### config.mk
export PLATFORM = sky130hd
export DESIGN_NAME = if_fetch_unit_flat
export DESIGN_NICKNAME = d
export VERILOG_FILES = /design/src/rtl/if_pkg.sv /design/src/rtl/if_fetch_unit_if.sv /design/src/rtl/if_id_reg.sv /design/src/rtl/if_fetch_unit.sv /design/src/flat_wrapper.sv
export SDC_FILE = /design/constraint.sdc
export NUM_CORES = 1
export LEC_CHECK = 0
export ABC_CLOCK_PERIOD_IN_PS = 3800
export BUFFER_PORTS_ARGS = -buffer_cell sky130_fd_sc_hd__buf_2
export CAP_MARGIN = 20
export CORE_ASPECT_RATIO = 1.2
export CORE_MARGIN = 2
export CORE_UTILIZATION = 29
export DETAILED_ROUTE_END_ITERATION = 16
export GPL_TIMING_DRIVEN = 0
export SLEW_MARGIN = 20
export SYNTH_ARGS = -nofsm -noshare
export SYNTH_HDL_FRONTEND = slang
export SYNTH_SLANG_ARGS = --single-unit
export TNS_END_PERCENT = 5
### constraint.sdc
create_clock -name clk -period 3.8 [get_ports clk]
set_input_delay 0.76 -clock clk [delete_from_list [all_inputs] [get_ports clk]]
set_output_delay 0.76 -clock clk [all_outputs]
set_load 0.03 [all_outputs]
### src/rtl/if_pkg.sv
// Shared types and constants for the IF-stage fetch unit.
package if_pkg;

    localparam int                ADDR_W     = 32;
    localparam logic [ADDR_W-1:0] WORD_BYTES = 32'd4;
    localparam logic [ADDR_W-1:0] NOP_INSTR  = 32'h0000_0000;

    typedef enum logic [1:0] {
        BOOT = 2'd0,
        RUN  = 2'd1,
        HALT = 2'd2
    } fetch_state_t;

    // Instruction addresses are always word aligned.
    function automatic logic [ADDR_W-1:0] word_align(input logic [ADDR_W-1:0] addr);
        return {addr[ADDR_W-1:2], 2'b00};
    endfunction

endpackage

### src/rtl/if_fetch_unit_if.sv
// Fetch-unit bus: redirect/stall controls, instruction memory port and IF/ID outputs.
interface if_fetch_unit_if;
    import if_pkg::*;

    logic              freeze;
    logic              branch_taken;
    logic [ADDR_W-1:0] branch_addr;
    logic [ADDR_W-1:0] imem_addr;
    logic [ADDR_W-1:0] imem_instr;
    logic [ADDR_W-1:0] id_pc;
    logic [ADDR_W-1:0] id_instr;
    logic              id_valid;
    logic              halted;

    modport master (
        input  freeze, branch_taken, branch_addr, imem_instr,
        output imem_addr, id_pc, id_instr, id_valid, halted
    );

    modport slave (
        output freeze, branch_taken, branch_addr, imem_instr,
        input  imem_addr, id_pc, id_instr, id_valid, halted
    );

endinterface

### src/rtl/if_id_reg.sv
// IF/ID pipeline register; flush beats hold, hold beats load.
module if_id_reg
    import if_pkg::*;
(
    input  logic              clk,
    input  logic              rst,
    input  logic              load,
    input  logic              flush,
    input  logic              hold,
    input  logic [ADDR_W-1:0] pc_next,
    input  logic [ADDR_W-1:0] instr_next,
    output logic [ADDR_W-1:0] id_pc,
    output logic [ADDR_W-1:0] id_instr,
    output logic              id_valid
);

    always_ff @(posedge clk or negedge rst) begin
        if (!rst) begin
            id_pc    <= '0;
            id_instr <= NOP_INSTR;
            id_valid <= 1'b0;
        end else if (flush) begin
            id_pc    <= '0;
            id_instr <= NOP_INSTR;
            id_valid <= 1'b0;
        end else if (load && !hold) begin
            id_pc    <= pc_next;
            id_instr <= instr_next;
            id_valid <= 1'b1;
        end
    end

endmodule

### src/rtl/if_fetch_unit.sv
// IF-stage front end: PC register, next-PC mux, BOOT/RUN/HALT FSM and IF/ID register.
// Optional performance counters are built when IF_PERF_CNT_EN is defined.
module if_fetch_unit
    import if_pkg::*;
#(
    parameter logic [ADDR_W-1:0] RESET_PC = 32'h0000_0000,
    parameter logic [ADDR_W-1:0] PC_LIMIT = 32'h0000_0018
) (
    input  logic               clk,
    input  logic               rst,
    if_fetch_unit_if.master    bus
`ifdef IF_PERF_CNT_EN
    ,
    output logic [31:0]        perf_fetch_cnt,
    output logic [31:0]        perf_bubble_cnt
`endif
);

    fetch_state_t      state_reg, state_next;
    logic [ADDR_W-1:0] pc_reg, pc_next;
    logic [ADDR_W-1:0] pc_plus4;
    logic              halted_reg;
    logic              at_limit;
    logic              ifid_load, ifid_flush, ifid_hold;

    assign pc_plus4 = pc_reg + WORD_BYTES;
    assign at_limit = (pc_reg == PC_LIMIT);

    // BOOT never captures; freeze holds everything unless a branch flushes.
    assign ifid_hold = bus.freeze || (state_reg == BOOT);
    assign ifid_load = (state_reg == RUN) && !at_limit;

    always_comb begin
        state_next = state_reg;
        pc_next    = pc_reg;
        ifid_flush = 1'b0;
        if (bus.branch_taken) begin
            pc_next    = word_align(bus.branch_addr);
            state_next = RUN;
            ifid_flush = 1'b1;
        end else begin
            case (state_reg)
                BOOT: state_next = RUN;
                RUN: begin
                    if (!bus.freeze) begin
                        if (at_limit) begin
                            ifid_flush = 1'b1;
                            state_next = HALT;
                        end else begin
                            pc_next = pc_plus4;
                        end
                    end
                end
                HALT:    ifid_flush = !bus.freeze;
                default: state_next = BOOT;
            endcase
        end
    end

    always_ff @(posedge clk or negedge rst) begin
        if (!rst) begin
            state_reg  <= BOOT;
            pc_reg     <= RESET_PC;
            halted_reg <= 1'b0;
        end else begin
            state_reg  <= state_next;
            pc_reg     <= pc_next;
            halted_reg <= (state_next == HALT);
        end
    end

    assign bus.imem_addr = pc_reg;
    assign bus.halted    = halted_reg;

    if_id_reg u_if_id_reg (
        .clk        (clk),
        .rst        (rst),
        .load       (ifid_load),
        .flush      (ifid_flush),
        .hold       (ifid_hold),
        .pc_next    (pc_plus4),
        .instr_next (bus.imem_instr),
        .id_pc      (bus.id_pc),
        .id_instr   (bus.id_instr),
        .id_valid   (bus.id_valid)
    );

`ifdef IF_PERF_CNT_EN
    logic fetch_fire;
    assign fetch_fire = ifid_load && !ifid_hold && !ifid_flush;

    always_ff @(posedge clk or negedge rst) begin
        if (!rst) begin
            perf_fetch_cnt  <= '0;
            perf_bubble_cnt <= '0;
        end else begin
            if (fetch_fire) perf_fetch_cnt <= perf_fetch_cnt + 32'd1;
            if (ifid_flush) perf_bubble_cnt <= perf_bubble_cnt + 32'd1;
        end
    end
`endif

endmodule

### src/flat_wrapper.sv
// flat-port wrapper written by rule: the top's interface ports become plain ports
module if_fetch_unit_flat import if_pkg::*;
#(
    parameter logic [ADDR_W-1:0] RESET_PC = 32'h0000_0000,
    parameter logic [ADDR_W-1:0] PC_LIMIT = 32'h0000_0018
)
  (clk, rst, bus_freeze, bus_branch_taken, bus_branch_addr, bus_imem_instr, bus_imem_addr, bus_id_pc, bus_id_instr, bus_id_valid, bus_halted);
  if_fetch_unit_if bus_i ();
  input  logic clk;
  input  logic rst;
  input wire logic [$bits(bus_i.freeze)-1:0] bus_freeze;
  input wire logic [$bits(bus_i.branch_taken)-1:0] bus_branch_taken;
  input wire logic [$bits(bus_i.branch_addr)-1:0] bus_branch_addr;
  input wire logic [$bits(bus_i.imem_instr)-1:0] bus_imem_instr;
  output wire logic [$bits(bus_i.imem_addr)-1:0] bus_imem_addr;
  output wire logic [$bits(bus_i.id_pc)-1:0] bus_id_pc;
  output wire logic [$bits(bus_i.id_instr)-1:0] bus_id_instr;
  output wire logic [$bits(bus_i.id_valid)-1:0] bus_id_valid;
  output wire logic [$bits(bus_i.halted)-1:0] bus_halted;
  assign bus_i.freeze = bus_freeze;
  assign bus_i.branch_taken = bus_branch_taken;
  assign bus_i.branch_addr = bus_branch_addr;
  assign bus_i.imem_instr = bus_imem_instr;
  assign bus_imem_addr = bus_i.imem_addr;
  assign bus_id_pc = bus_i.id_pc;
  assign bus_id_instr = bus_i.id_instr;
  assign bus_id_valid = bus_i.id_valid;
  assign bus_halted = bus_i.halted;
  if_fetch_unit #(.RESET_PC(RESET_PC), .PC_LIMIT(PC_LIMIT)) u_core (.clk(clk), .rst(rst), .bus(bus_i));
endmodule
# Yosys cells after proc, flatten, opt, wreduce, memory -nomap -nowiden
# Index checks and enable logic that the tools add are counted.
[op_classes] add_sub_neg=1 n_eq_ne=6 n_mux=18 reduce_logical=10
[ops] operator="$mux W32" n=8
[ops] operator="$add A32 B3 Y32 const B" n=1
[ops] operator="$eq A32 B5 Y1 const B" n=1
[ops] operator="$mux W2" n=3
[ops] operator="$pmux W2 S3" n=1
[ops] operator="$mux W1" n=5
[ops] operator="$eq A2 B2 Y1 const B" n=2
[ops] operator="$reduce_bool A2 Y1" n=2
[ops] operator="$logic_not A1 Y1" n=3
[ops] operator="$reduce_and A3 Y1" n=1
[ops] operator="$eq A2 B1 Y1 const B" n=1
[ops] operator="$logic_and A1 B1 Y1" n=2
[ops] operator="$logic_not A2 Y1" n=1
[ops] operator="$ne A2 B1 Y1 const B" n=1
[ops] operator="$ne A2 B2 Y1 const B" n=1
[ops] operator="$pmux W1 S2" n=1
[ops] operator="$logic_or A1 B1 Y1" n=1
[totals] reg_bits=100 in_bits=68 out_inout_bits=98

# Depth between registers and ports, before layout
[depth] depth_word=6 mapped_depth=10 ltp_nobuf=7

# Hierarchy
# Synthesis repeated with hierarchy kept, for this count alone.
[hier_totals] hier_cells=595 hier_area_um2=5905.7
[modules_own_cells] mod="if_id_reg" instances=1 cells_each=294 area_each_um2=3392.0 seq_area_each_um2=1626.6
[modules_own_cells] mod="if_fetch_unit" instances=1 cells_each=301 area_each_um2=2513.7 seq_area_each_um2=825.8

# Worst setup path after synthesis
# No wires, ideal clock.
[synth_timing] path_type="reg-to-reg" from="register u_core.pc_reg[2] (netlist: u_core.bus.imem_addr[2])" to="register u_core.pc_reg[21] (netlist: u_core.bus.imem_addr[21])" setup_time_ps=69 arrival_time_ps=2288 required_ps=3731 slack_ps=1443 path_stages_with_launch=9 path_buffers=1 period_less_slack_ps=2357 cell_sequence="dfrtp_1 > inv_1 > ha_1 > nor4b_1 > and4_1 > buf_2 > a2111oi_2 > or4b_1 > nand3_1"
[synth_via] elab_chain_cells=5 elab_cells_between_ends=8 cone_classes="1 x add/sub; 2 x eq/ne; 4 x mux; 1 x reduce/logical"
[synth_lines] item="start, declared" line="if_fetch_unit.sv:20" source="logic [ADDR_W-1:0] pc_reg, pc_next;"
[synth_lines] item="start signal, assigned" line="if_fetch_unit.sv:67" source="pc_reg <= pc_next;"
[synth_lines] item="$add A32 B3 Y32" line="if_fetch_unit.sv:26" source="assign pc_plus4 = pc_reg + WORD_BYTES;"
[synth_lines] item="$mux W32" line="if_fetch_unit.sv:46" source="if (at_limit) begin"
[synth_lines] item="$mux W32" line="if_fetch_unit.sv:45" source="if (!bus.freeze) begin"
[synth_lines] item="$mux W32" line="if_fetch_unit.sv:42" source="case (state_reg)"
[synth_lines] item="$mux W32" line="if_fetch_unit.sv:37" source="if (bus.branch_taken) begin"
# Several ways; a longest one is shown, not always the timed one. The select of a mux whose other input is x is not followed.
# A chain may end at the register's enable or synchronous reset.

# Worst setup path after layout
[layout_timing] from="register u_core.pc_reg[2] (netlist: u_core.bus.imem_addr[2])" to="register u_core.pc_reg[2] (netlist: u_core.bus.imem_addr[2])"
# The elaborated chain is that of the path after synthesis.

==> flow_summary.toml <==
[run_status]
status = "completed"

[route]
wire_per_inst_um = 16.7
drc = 0
drt_wl_total_um = 16100
dr.pass1.iters = 4
viasPerCell = 4.85
vias = 4673
ant_nets = 0
drt-initial-drc-count = 288

[timing]
fmax_mhz = 338
skew_ps = 9.97
final-max-slew-violation-count = 0
setup_viol = 0
tns_ps = 0
rsz0062_at_grt = "no"
finalHoldViolations = 0
fin_crit_sh_pct = 77.9
final.min_clock_period_ps = 2960
holdWs_ps = 332
relSlewSlack_pct = 54.6
worst_slew_pin_slew_ps = 681

[clocking]
insertion_delay_ps = 350
clkSinkCount = 96
numCtsBuffers = 9
cts.clk_slew.worst_paths_ps = 60
cts.repair.resized = 0
cts-root-buf = "clkbuf_16"
cts_buffer_depth = 2
cts.htree.levels = 3
post_cts_buffers = 0
cts_tree = "built"
holdBufCountCts = 0

[cells_and_area]
antenna_cells = 0
fin_cells = 964
stdcell_area_sq_um = 6590
largest_reg_flops = 32
regMostFlops = "u_core.u_if_id_reg.id_instr"
multi_input_area_sq_um = 2460
num-nets-final = 814
drive_gt1_share_pct = 29.0
area_growth_pct = 28.3
fillers = 1826
seqCellArea_sq_um = 2400

[critical_path]
cp-end-kind = "register"
cp.arrival_ps = 3170
crit_type = "reg2reg"
cpPeakStageDelay_ps = 540
cp_cell_sequence = "inv_1 > ha_1 > nor4b_1 > nand4_1 > o21ai_2 > buf_4 > buf_6 > xnor2_1 > o21ai_1"
crit_fanout = 10
crit_slowest_cell = "o21ai_2"
cp.buffers_inverters = 3
crit_required_ps = 4010
cp-start-kind = "register"
cp_top_family = "simple AND/OR/NAND/NOR gates"

[synth]
synthesis.area_sq_um = 5130
synthArstFlopShare_pct = 100
synth_top_area_share_pct = 46.8
ys_top_cells_by_area = "dfrtp_1 (47%), nand2_1 (7.5%), a211oi_1 (4.2%)"
ys_seq_area_share_pct = 46.8
ys_ff_latch = 96
synth_edf_count = 0
synth_cells = 567
syn_avg_cell_area_sq_um = 9.06
synth-main-ff-cell = "dfrtp_1"
yosysTopAreaCell = "dfrtp_1"
yosys_warnings = 0
synth.distinct_cells = 46

[grt]
grt_pass1_vias = 4540
antenna_found_initial = 0
track_usage_pct = 17.3
grt_max_degree = 55
grt_pass1_wl_um = 25500
grt-ovfl-total = 0

[floorplanning]
die_w_um = 125
coreArea_sq_um = 17400
rows = 53
io-pin-count = 166
die_h_um = 150
start_util_pct = 29.4
fp.dieArea_sq_um = 18800

[power_and_ir_drop]
power.leakage_nw = 3.04
clkPwrFrac_pct = 34.1
combinationalPowerShare_pct = 25.9
vdd_ir_drop_max_uv = 248
pwr-share-seq_pct = 40.0
power_switching_mw = 1.02
powerDensity_nw_per_um2 = 461
intPower_mw = 2.02
switching_share_pct = 33.6

[placement]
hpwl_um = 12300
placed_area_sq_um = 6250
io_buffers = 158
gp_congestion = 0.840
placedCellCount = 949

[min_path]
min_path_type = "in2async"

[flow_run]
maxCapViolCount = 0
cell type report:
type	instances	share of cell area (%)
plain buffers	49	3.97
clock buffers	13	4.26
clock inverters	2	0.912
inverters	7	0.399
multi-input cells	418	37.3
flip-flops and latches	96	36.5
well taps	220	4.18
repair buffers	159	12.5
through the flow:
step	utilization (%)	setup WS, ps	total power [mW]
6_report	37.8	841	3.04
5_1_grt	37.8	624	3.20
4_1_cts	37.8	799	3.09
3_5_place_dp	35.8	840	2.03
3_3_place_gp	35.6	806	2.02
2_1_floorplan	-	1440	1.74
cell usage after synthesis, types with 2 or more instances:
master / n
dfrtp_1: 96
nand2b_1: 3
xor2_1: 16
o21ai_2: 3
a21oi_1: 35
buf_6: 2
nor2b_1: 8
nor2_1: 44
nand2_1: 103
a211oi_1: 29
or3_1: 11
inv_1: 7
nor4b_1: 2
or4_1: 9
and3_1: 5
and2_1: 3
o31ai_1: 2
xnor2_1: 23
o21ai_0: 14
o311ai_1: 2
mux2i_1: 5
and4_1: 8
o211ai_1: 5
ha_1: 6
nor3_1: 11
nand4_1: 8
clkbuf_1: 17
buf_2: 19
a2111oi_0: 2
a31oi_1: 8
a22oi_1: 7
nand4_4: 2
o21ai_1: 6
buf_4: 10
nand3_1: 17
nor4_1: 9
power groups by stage:
stage / sequential, mW / combinational [mW] / clock [mW]
after global routing: 1.23 / 0.857 / 1.11
after detailed placement: 1.24 / 0.796 / 0
after CTS: 1.22 / 0.798 / 1.07
after global placement: 1.23 / 0.788 / 0
final: 1.22 / 0.787 / 1.03
after floorplan: 1.43 / 0.311 / 0
cells in the final DEF, fill, tap and decap left out, drive strengths merged, types with 7 or more instances in the layout:
cell type / synthesis / final
a211oi: 29 / 29
a21oi: 35 / 35
a22oi: 7 / 7
a31oi: 8 / 8
and4: 8 / 8
buf: 31 / 190
clkbuf: 18 / 31
dfrtp: 96 / 96
inv: 7 / 7
nand2: 104 / 104
nand3: 17 / 17
nand4: 11 / 11
nor2: 44 / 44
nor2b: 8 / 8
nor3: 11 / 11
nor4: 9 / 9
o21ai: 23 / 23
or3: 11 / 11
or4: 10 / 10
xnor2: 23 / 23
xor2: 16 / 16
logic make-up after synthesis:
kind of cell / after synthesis / share of synthesized area, %
compound gates: 116 / 14.5
xor+xnor: 39 / 6.65
simple gates: 248 / 24.0
buf+inv: 56 / 5.60
flops: 96 / 46.8
mux: 5 / 0.975
fa+ha+maj: 6 / 1.46
other cells: 1 / 0.0730
final timing paths:
kind	startpoint	end	slack (ps)	cells past startpoint
max in group asynchronous	rst	u_core.bus.imem_addr[8]$_DFFE_PN0P_	2870	2
min in group clk	u_core.u_if_id_reg.id_valid$_DFFE_PN0P_	u_core.u_if_id_reg.id_valid$_DFFE_PN0P_	510	2
min reg2reg	u_core.u_if_id_reg.id_valid$_DFFE_PN0P_	u_core.u_if_id_reg.id_valid$_DFFE_PN0P_	510	2
max reg2reg	u_core.bus.imem_addr[2]$_DFFE_PN0P_	u_core.bus.imem_addr[2]$_DFFE_PN0P_	840	9
max	u_core.bus.imem_addr[2]$_DFFE_PN0P_	u_core.bus.imem_addr[2]$_DFFE_PN0P_	840	9
min	rst	u_core.u_if_id_reg.id_instr[31]$_DFFE_PN0P_	330	1
per-layer routing:
layer,vias up,track usage (%),share of wire (%)
li1,2331,-,-
met3,24,3.47,6.0
met4,0,7.17,3.0
met1,2164,22.9,44
met2,154,27.8,47
met5,-,0,0
(Power assumes the default switching activity.)
